<file path="src/rtl/rv_imm_pkg.sv">
// Shared opcode constants and immediate-format codes for the ID-stage immediate unit.
package rv_imm_pkg;

  localparam logic [6:0] OP_LOAD   = 7'b0000011;
  localparam logic [6:0] OP_IMM    = 7'b0010011;
  localparam logic [6:0] OP_IMM32  = 7'b0011011;
  localparam logic [6:0] OP_JALR   = 7'b1100111;
  localparam logic [6:0] OP_STORE  = 7'b0100011;
  localparam logic [6:0] OP_BRANCH = 7'b1100011;
  localparam logic [6:0] OP_LUI    = 7'b0110111;
  localparam logic [6:0] OP_AUIPC  = 7'b0010111;
  localparam logic [6:0] OP_JAL    = 7'b1101111;
  localparam logic [6:0] OP_REG    = 7'b0110011;
  localparam logic [6:0] OP_REG32  = 7'b0111011;

  typedef enum logic [2:0] {
    FMT_R, FMT_I, FMT_S, FMT_B, FMT_U, FMT_J, FMT_SH, FMT_ILL
  } imm_fmt_e;

  function automatic logic is_shift(input logic [2:0] funct3);
    return (funct3 == 3'b001) || (funct3 == 3'b101);
  endfunction

endpackage

</file>
<file path="src/rtl/imm_skid_buf.sv">
// Generic 2-entry valid/ready skid buffer with synchronous flush; out_* always come from the main entry.
module imm_skid_buf #(
  parameter int W       = 8,
  parameter bit SKID_EN = 1'b1
) (
  input  logic         clk,
  input  logic         rst,
  input  logic         flush,
  input  logic         in_valid,
  output logic         in_ready,
  input  logic [W-1:0] in_data,
  output logic         out_valid,
  input  logic         out_ready,
  output logic [W-1:0] out_data
);

  // Valid/ready: a beat moves on a side exactly when valid && ready at the rising edge;
  // a producer holding valid keeps its data stable until that edge, and the consumer
  // side never withdraws out_valid or changes out_data until the beat is taken.
  logic         main_valid;
  logic         skid_valid;
  logic [W-1:0] main_data;
  logic [W-1:0] skid_data;
  logic         accept;
  logic         main_free;

  assign in_ready  = SKID_EN ? !skid_valid : (out_ready || !main_valid);
  assign accept    = in_valid && in_ready;
  assign main_free = !main_valid || out_ready;

  always_ff @(posedge clk or posedge rst) begin
    if (rst) begin
      main_valid <= 1'b0;
      skid_valid <= 1'b0;
      main_data  <= '0;
      skid_data  <= '0;
    end else if (flush) begin
      main_valid <= 1'b0;
      skid_valid <= 1'b0;
    end else if (main_free) begin
      // A full skid always refills main first; in_ready is low then, so nothing else arrives.
      if (skid_valid) begin
        main_valid <= 1'b1;
        main_data  <= skid_data;
        skid_valid <= 1'b0;
      end else begin
        main_valid <= accept;
        if (accept) main_data <= in_data;
      end
    end else if (accept) begin
      skid_valid <= 1'b1;
      skid_data  <= in_data;
    end
  end

  assign out_valid = main_valid;
  assign out_data  = main_data;

endmodule

</file>
<file path="src/rtl/imm_gen_pipe.sv">
// ID-stage immediate unit: combinational RV32I/RV64I immediate decode feeding a registered skid stage.
module imm_gen_pipe
  import rv_imm_pkg::*;
#(
  parameter int XLEN    = 32,
  parameter bit SKID_EN = 1'b1
) (
  input  logic            clk,
  input  logic            rst,
  input  logic            flush,
  input  logic            in_valid,
  output logic            in_ready,
  input  logic [31:0]     in_inst,
  input  logic [XLEN-1:0] in_pc,
  output logic            out_valid,
  input  logic            out_ready,
  output logic [XLEN-1:0] out_imm,
  output logic [2:0]      out_fmt,
  output logic [XLEN-1:0] out_pc,
  output logic            out_illegal
);

  if (XLEN != 32 && XLEN != 64) begin : g_bad_xlen
    $error("imm_gen_pipe: XLEN must be 32 or 64");
  end

  localparam bit RV64 = (XLEN == 64);
  localparam int W    = 2 * XLEN + 4;

  logic [6:0]      opcode;
  logic [2:0]      funct3;
  logic [XLEN-1:0] dec_imm;
  imm_fmt_e        dec_fmt;
  logic            dec_illegal;
  logic [W-1:0]    buf_in;
  logic [W-1:0]    buf_out;

  function automatic logic [XLEN-1:0] sext32(input logic [31:0] v);
    logic [XLEN-1:0] r;
    r       = {XLEN{v[31]}};
    r[31:0] = v;
    return r;
  endfunction

  assign opcode = in_inst[6:0];
  assign funct3 = in_inst[14:12];

  always_comb begin
    dec_imm = '0;
    dec_fmt = FMT_ILL;
    case (opcode)
      OP_IMM, OP_IMM32: begin
        if (opcode == OP_IMM32 && !RV64) begin
          dec_fmt = FMT_ILL;
        end else if (is_shift(funct3)) begin
          // Shift amounts are unsigned; bit 25 only counts for 64-bit shifts of full-width regs.
          dec_fmt      = FMT_SH;
          dec_imm[4:0] = in_inst[24:20];
          if (RV64 && opcode == OP_IMM) dec_imm[5] = in_inst[25];
        end else begin
          dec_fmt = FMT_I;
          dec_imm = sext32({{20{in_inst[31]}}, in_inst[31:20]});
        end
      end
      OP_LOAD, OP_JALR: begin
        dec_fmt = FMT_I;
        dec_imm = sext32({{20{in_inst[31]}}, in_inst[31:20]});
      end
      OP_STORE: begin
        dec_fmt = FMT_S;
        dec_imm = sext32({{20{in_inst[31]}}, in_inst[31:25], in_inst[11:7]});
      end
      OP_BRANCH: begin
        dec_fmt = FMT_B;
        dec_imm = sext32({{19{in_inst[31]}}, in_inst[31], in_inst[7],
                          in_inst[30:25], in_inst[11:8], 1'b0});
      end
      OP_LUI, OP_AUIPC: begin
        dec_fmt = FMT_U;
        dec_imm = sext32({in_inst[31:12], 12'b0});
      end
      OP_JAL: begin
        dec_fmt = FMT_J;
        dec_imm = sext32({{11{in_inst[31]}}, in_inst[31], in_inst[19:12],
                          in_inst[20], in_inst[30:21], 1'b0});
      end
      OP_REG:   dec_fmt = FMT_R;
      OP_REG32: dec_fmt = RV64 ? FMT_R : FMT_ILL;
      default:  dec_fmt = FMT_ILL;
    endcase
  end

  assign dec_illegal = (dec_fmt == FMT_ILL);
  assign buf_in      = {in_pc, dec_illegal, dec_fmt, dec_imm};

  imm_skid_buf #(
    .W       (W),
    .SKID_EN (SKID_EN)
  ) u_buf (
    .clk       (clk),
    .rst       (rst),
    .flush     (flush),
    .in_valid  (in_valid),
    .in_ready  (in_ready),
    .in_data   (buf_in),
    .out_valid (out_valid),
    .out_ready (out_ready),
    .out_data  (buf_out)
  );

  assign out_imm     = buf_out[XLEN-1:0];
  assign out_fmt     = buf_out[XLEN+2:XLEN];
  assign out_illegal = buf_out[XLEN+3];
  assign out_pc      = buf_out[W-1:XLEN+4];

endmodule

</file>
<file path="config.mk">
export PLATFORM = sky130hd
export DESIGN_NAME = imm_gen_pipe
export DESIGN_NICKNAME = d
export VERILOG_FILES = /design/src/rtl/rv_imm_pkg.sv /design/src/rtl/imm_skid_buf.sv /design/src/rtl/imm_gen_pipe.sv
export SDC_FILE = /design/constraint.sdc
export NUM_CORES = 1
export LEC_CHECK = 0
export CAP_MARGIN = 15
export CORE_UTILIZATION = 30
export DETAILED_ROUTE_END_ITERATION = 12
export PLACE_DENSITY = 0.62
export SLEW_MARGIN = 20
export SYNTH_ARGS = -nofsm -noshare
export SYNTH_HDL_FRONTEND = slang
export SYNTH_HIERARCHICAL = 1
export SYNTH_SLANG_ARGS = --single-unit
export TNS_END_PERCENT = 5
</file>
<file path="constraint.sdc">
create_clock -name clk -period 8.18 [get_ports clk]
set_clock_uncertainty 0.1 [all_clocks]
set_input_delay 1.636 -clock clk [delete_from_list [all_inputs] [get_ports clk]]
set_output_delay 1.636 -clock clk [all_outputs]
set_load 0.02 [all_outputs]
</file>
======== Word level (Yosys, flattened, before mapping) ========
Cells that the tools add are included.
cells by class
  eq/ne operators ......................... 13
  multiplexer cells ....................... 14
  bitwise gates (word level) .............. 2
  reductions and logical operators ........ 13
operators with widths
  kind                                                                    number
  32-bit case mux with 6 select lines                                     1
  68-bit two-way mux                                                      2
  32-bit two-way mux                                                      1
  27-bit two-way mux                                                      1
  7-bit by 5-bit equality test with 1-bit output (second input constant)  3
  7-bit by 6-bit equality test with 1-bit output (second input constant)  3
  7-bit equality test (second input constant)                             3
  3-bit case mux with 7 select lines                                      1
  7-bit by 2-bit equality test with 1-bit output (second input constant)  1
  3-bit equality test (second input constant)                             2
  1-bit two-way mux                                                       6
  3-bit two-way mux                                                       2
  3-bit AND reduction                                                     2
  2-bit OR reduction                                                      3
  2-bit nonzero test                                                      2
  3-bit by 1-bit equality test with 1-bit output (second input constant)  1
  3-bit nonzero test                                                      1
  1-bit zero test                                                         2
  1-bit logical OR                                                        2
  1-bit NOT                                                               2
  1-bit logical AND                                                       1
storage, ports and cells
  flip-flop bits (word level) ............. 138
  bits of input ports ..................... 69
  output and inout bits ................... 70
  logic and storage cells ................. 46

======== Logic depth before layout (Yosys ltp) ========
  depth in word-level cells ............... 8
  mapped depth ............................ 8
  depth with buffers taken out ............ 6

======== By module ========
The synthesis kept the hierarchy.
modules (own cells, without submodules)
  module        instances  cells each  area each (µm²)  seq. area each (µm²)
  imm_skid_buf  1          374         5983.2           3453.3
  imm_gen_pipe  1          110         740.7            0.0

======== Worst setup path before layout ========
Ideal clock, no wire load.
  path kind ............................... input port to flip-flop
  start ................................... input in_inst[5]
  end ..................................... register u_buf.main_data[20], in the netlist u_buf/out_data[20]
  setup time .............................. 125 ps
  arrival time ............................ 3231 ps
  setup slack ............................. 4725 ps
  cell stages on the path ................. 8
  cell sequence ........................... buf_4 -> nor2b_4 -> or2_2 -> a21oi_2 -> buf_6 -> o21ai_2 -> mux2_2 -> mux2_2
between the ends
  cells in the longest elaborated chain, start to end .. 5
RTL lines
  item                                                                          line                                    text
  start, declared                                                               imm_gen_pipe.sv:13                      input logic [31:0] in_inst,
  7-bit by 5-bit equality test with 1-bit output, or another cell as far along  imm_gen_pipe.sv:51, imm_gen_pipe.sv:53
  32-bit two-way mux / 2-bit OR reduction (equally long branches)               imm_gen_pipe.sv:53, imm_gen_pipe.sv:51
  32-bit case mux with 6 select lines *                                         imm_gen_pipe.sv:51                      case (opcode)
  named net dec_imm[20]                                                         imm_gen_pipe.sv:32                      logic [XLEN-1:0] dec_imm;
  68-bit two-way mux *                                                          imm_skid_buf.sv:48                      if (accept) main_data <= in_data;
  68-bit two-way mux *                                                          imm_skid_buf.sv:42                      if (skid_valid) begin
  end signal, assigned                                                          imm_skid_buf.sv:44                      main_data <= skid_data;
  end signal, assigned                                                          imm_skid_buf.sv:48
  end, declared                                                                 imm_skid_buf.sv:22                      logic [W-1:0] main_data;
Mark *: on every way through the listed nets, which the timed path passes. The rest lies on a longest branch. The select of a mux whose other input is x is not followed.
A chain may end at the register's enable or synchronous reset.

======== Worst setup path after layout ========
  start ................................... input in_inst[3]
  end ..................................... register u_buf.main_data[10], in the netlist u_buf/out_data[10]
Same word-level chain as after synthesis.

==> results.txt <==
The flow ran to the end, and the final reports show no timing, DRC or antenna violations. Counting every net in the synthesized netlist gives approximately 550. The cell family contributing the most delay on the critical path is compound AO/OA/AOI/OAI gates. The standby leakage power came out at 3.80 nW.

The cell type of the slowest stage on the worst timing path is a21oi_2. The initial antenna violation count was 0. The area of the core region came out at ~22000 um^2. The number of remaining DRC errors came out at 0. The worst setup path is launched from an input pin.

Yosys attributes the largest share of cell area to dfrtp_1 51%, mux2_2 31%, mux2_1 2.8%. The post-CTS clock slew at the launch and capture registers of the worst setup and hold paths came out at about 0.060 ns. The post-layout minimum cycle time came out at about 4.4 ns. The quantity of gates resized following cts came out at 0. The mean number of vias per cell is roughly 4.8. The first TritonRoute pass finished after 4 iterations. The first global-routing pass estimated between 20000 and 25000 um of wire.

The startpoint-to-endpoint class of the critical path is input pin to register. The tree built by TritonCTS fans out to roughly 140 sinks. The CTS root buffer is clkbuf_16.

The fraction of layout instances using a drive strength above 1 came out at between 30% and 40%. The insertion delay to the later sink of the worst-skew pair came out at ~0.41 ns. The critical path goes through clkdlybuf4s50_1 > nand4bb_1 > o21ba_2 > a21oi_2 > and2b_1 > mux2_2 > mux2_1. The total met2 wirelength after detailed routing came out at 7070 um. The summed instance area of the synthesized netlist came out at 6720 um^2. The max-slew violation total from the final report came to 0. Among all flip-flop cells after synthesis, the most frequent one is dfrtp_1. Compared with the post-synthesis result, the final layout area differs by 31.3%. The number of different library cells in the post-synthesis netlist came out at 50.

The hold buffer count at CTS came out at 0. The endpoint type of the worst setup path is a register. The sum of buffers and inverters on the critical path is 1. The largest fanout on the critical path is 17.

The aggregate negative setup slack is 0 ns. Buffers added to address setup during post-CTS repair amount to 0. Clock tree synthesis inserted a total of 17 buffers. After synthesis the netlist holds a flip-flop and latch count of between 100 and 150. The global-route usage over all layers came out at 14.1%. TritonCTS built the clock tree.

The final critical-path setup slack came out at 3.76 ns. The maximum frequency from static timing analysis came out at ~230 MHz. The worst slack after detailed placement is roughly 3.4 ns. In this run the worst hold path is classified as register to register.

The number of nets with antenna violations after routing is 0. In this run the count of I/O pins placed on the die edge is about 140. The deepest level of the CTS H-tree is 4. The vertical die dimension is between 150 and 200 um. The antenna diode instance count came out at 0. The maximum count of clock buffers along a single path is 2. The floorplan die width came out at approximately 150 um. Dividing the final minimum period by the clock period gives a little over half. The fraction of the yosys area taken by sequential cells is 51.4%.

The number of failing hold endpoints at the final stage is 0. The post-DP HPWL is 10100 um. The share of synthesized registers carrying an async set or reset is 100%. The post-synthesis instance total is 484. The biggest cell delay along the critical path is 0.80 ns. The pin count of the biggest net entering global routing is 75. Fill cells in the final layout number 2052. After routing the design area is a little under 9000 um^2. Across all layers, the routed design uses ~4300 vias. Summed over all nets, wire length on met3 after detailed routing comes to around 1300 um.

The wire length reported by the detailed router came out at approximately 15000 um. The post-route non-filler standard cell count came out at ~910. The top metal layer carrying routed signals is met4. For this configuration, the core starts out at a cell density of between 30 and 40%. Final hold analysis gives a worst-case slack of around 0.39 ns. After detailed placement, the total cell area comes to slightly above 8000 um^2. After the first detailed-routing iteration, the DRC count stood at about 120.

The count of warnings emitted by yosys is 6. The count of max-cap constraint violations is 0. In this run the power density over the cells is 208 nW/um^2. The number of global-route vias before repair came out at around 4700. In this run the tool buffered the top-level ports with between 100 and 150 buffer cells. The number of synthesized flops with an enable pin is 0. The top-area cell type share of the netlist area is between 50% and 60%.

The placed cell count is about 880. The leftover overflow at the end of global routing came out at 0. For the worst setup path, the data required time is 8.36 ns. The number of rows in the core area came out at 54.

Setup repair after global routing left no endpoint under its margin. In the final routed layout, each cell accounts on average for ~17 um. Dividing the synthesized area by the synthesized cell count gives 13.9 um^2.

The area enclosed by the die boundary is 23000 um^2. The dominant cell type by area after synthesis is dfrtp_1. For the worst setup path, the data arrival time is between 4 and 5 ns. The number of failing setup endpoints in the final timing report came out at 0. At the pin with the least slew margin, the transition time is ~1 ns. The remaining max-slew budget at the tightest pin is a little under a third.

The detailed router put a total of between 6000 and 7000 um of wire on met1. The peak ir drop on the vdd network came out at roughly 0.13 mV. The final-stage net count is just under 700. The routability-driven placement congestion ratio came out at between 0.8 and 0.9.
layer usage:
metal / track usage [%] / vias up
li1: - / 2022
met1: 18.0 / 2172
met2: 21.8 / 134
met3: 5.78 / 11
met4: 4.01 / 0
met5: 0 / -
path summary, 6_finish.rpt:
path                                           from                  end  slack (ns)  depth (start not counted)
worst max register to register     u_buf/skid_valid   u_buf/out_data[20]        4.72                          5
worst max-delay path                     in_inst[3]   u_buf/out_data[10]        3.76                          7
max in group asynchronous                       rst   u_buf/out_data[21]        4.98                          3
worst min-delay path            u_buf/skid_data[50]  u_buf/skid_data[50]        0.39                          1
worst min register to register  u_buf/skid_data[50]  u_buf/skid_data[50]        0.39                          1
min in group asynchronous                       rst   u_buf/out_data[46]        1.59                          2
cell families (layout without fill, tap and decap cells):
family / after synthesis / in the layout / synth area share (%)
compound gates: 43 / 43 / 5.19
buf+inv: 34 / 178 / 3.44
flops: 138 / 138 / 51.4
mux: 204 / 204 / 34.2
simple gates: 65 / 65 / 5.84
report_power, final:
| group | total (mW) | leakage, nW | internal, mW | switching, mW |
|---|---|---|---|---|
| registers | 0.815 | 1.76 | 0.771 | 0.0445 |
| logic | 0.323 | 1.79 | 0.180 | 0.143 |
| clock network | 0.693 | 0.254 | 0.390 | 0.303 |
state kept, by name (all words and copies together), names as in the netlist:
| name | flops |
|---|---|
| u_buf/out_data | 68 |
| u_buf/out_valid | 1 |
| u_buf/skid_data | 68 |
| u_buf/skid_valid | 1 |
per-stage QoR:
| stage | utilization, % | total power, mW |
|---|---|---|
| floorplan | - | 1.00 |
| global placement | 37.8 | 1.14 |
| detailed placement | 37.8 | 1.15 |
| CTS | 40.2 | 1.87 |
| global route | 40.3 | 1.93 |
| finish | 40.3 | 1.83 |
cell usage in the layout, fill, tap and decap left out, types with 5 or more instances in the layout:
master	count
nand3_1	6
mux2_2	187
clkdlybuf4s50_1	138
a21oi_1	11
clkbuf_16	17
dfrtp_1	137
inv_6	5
mux2_1	17
nand2_1	22
o21ai_2	10
a22o_1	5
synth_stat cells, types with 3 or more instances:
cell type / n
a21oi_1: 11
a22o_1: 5
and2b_1: 4
buf_2: 17
buf_6: 10
dfrtp_1: 138
inv_1: 4
mux2_1: 17
mux2_2: 187
nand2_1: 22
nand2b_1: 3
nand3_1: 6
nor2_1: 4
nor2b_1: 4
o21ai_0: 3
o21ai_2: 10
cell type report:
class	instances	area, um^2	area share [%]
timing repair buffer	142	1420	16.1
tap	280	350	3.97
multi-input combinational	312	3050	34.5
sequential	138	3460	39.2
inverter	4	20.0	0.227
clock buffer	19	433	4.91
clock inverter	13	95.1	1.08
Power figures use the tool's default switching activity.
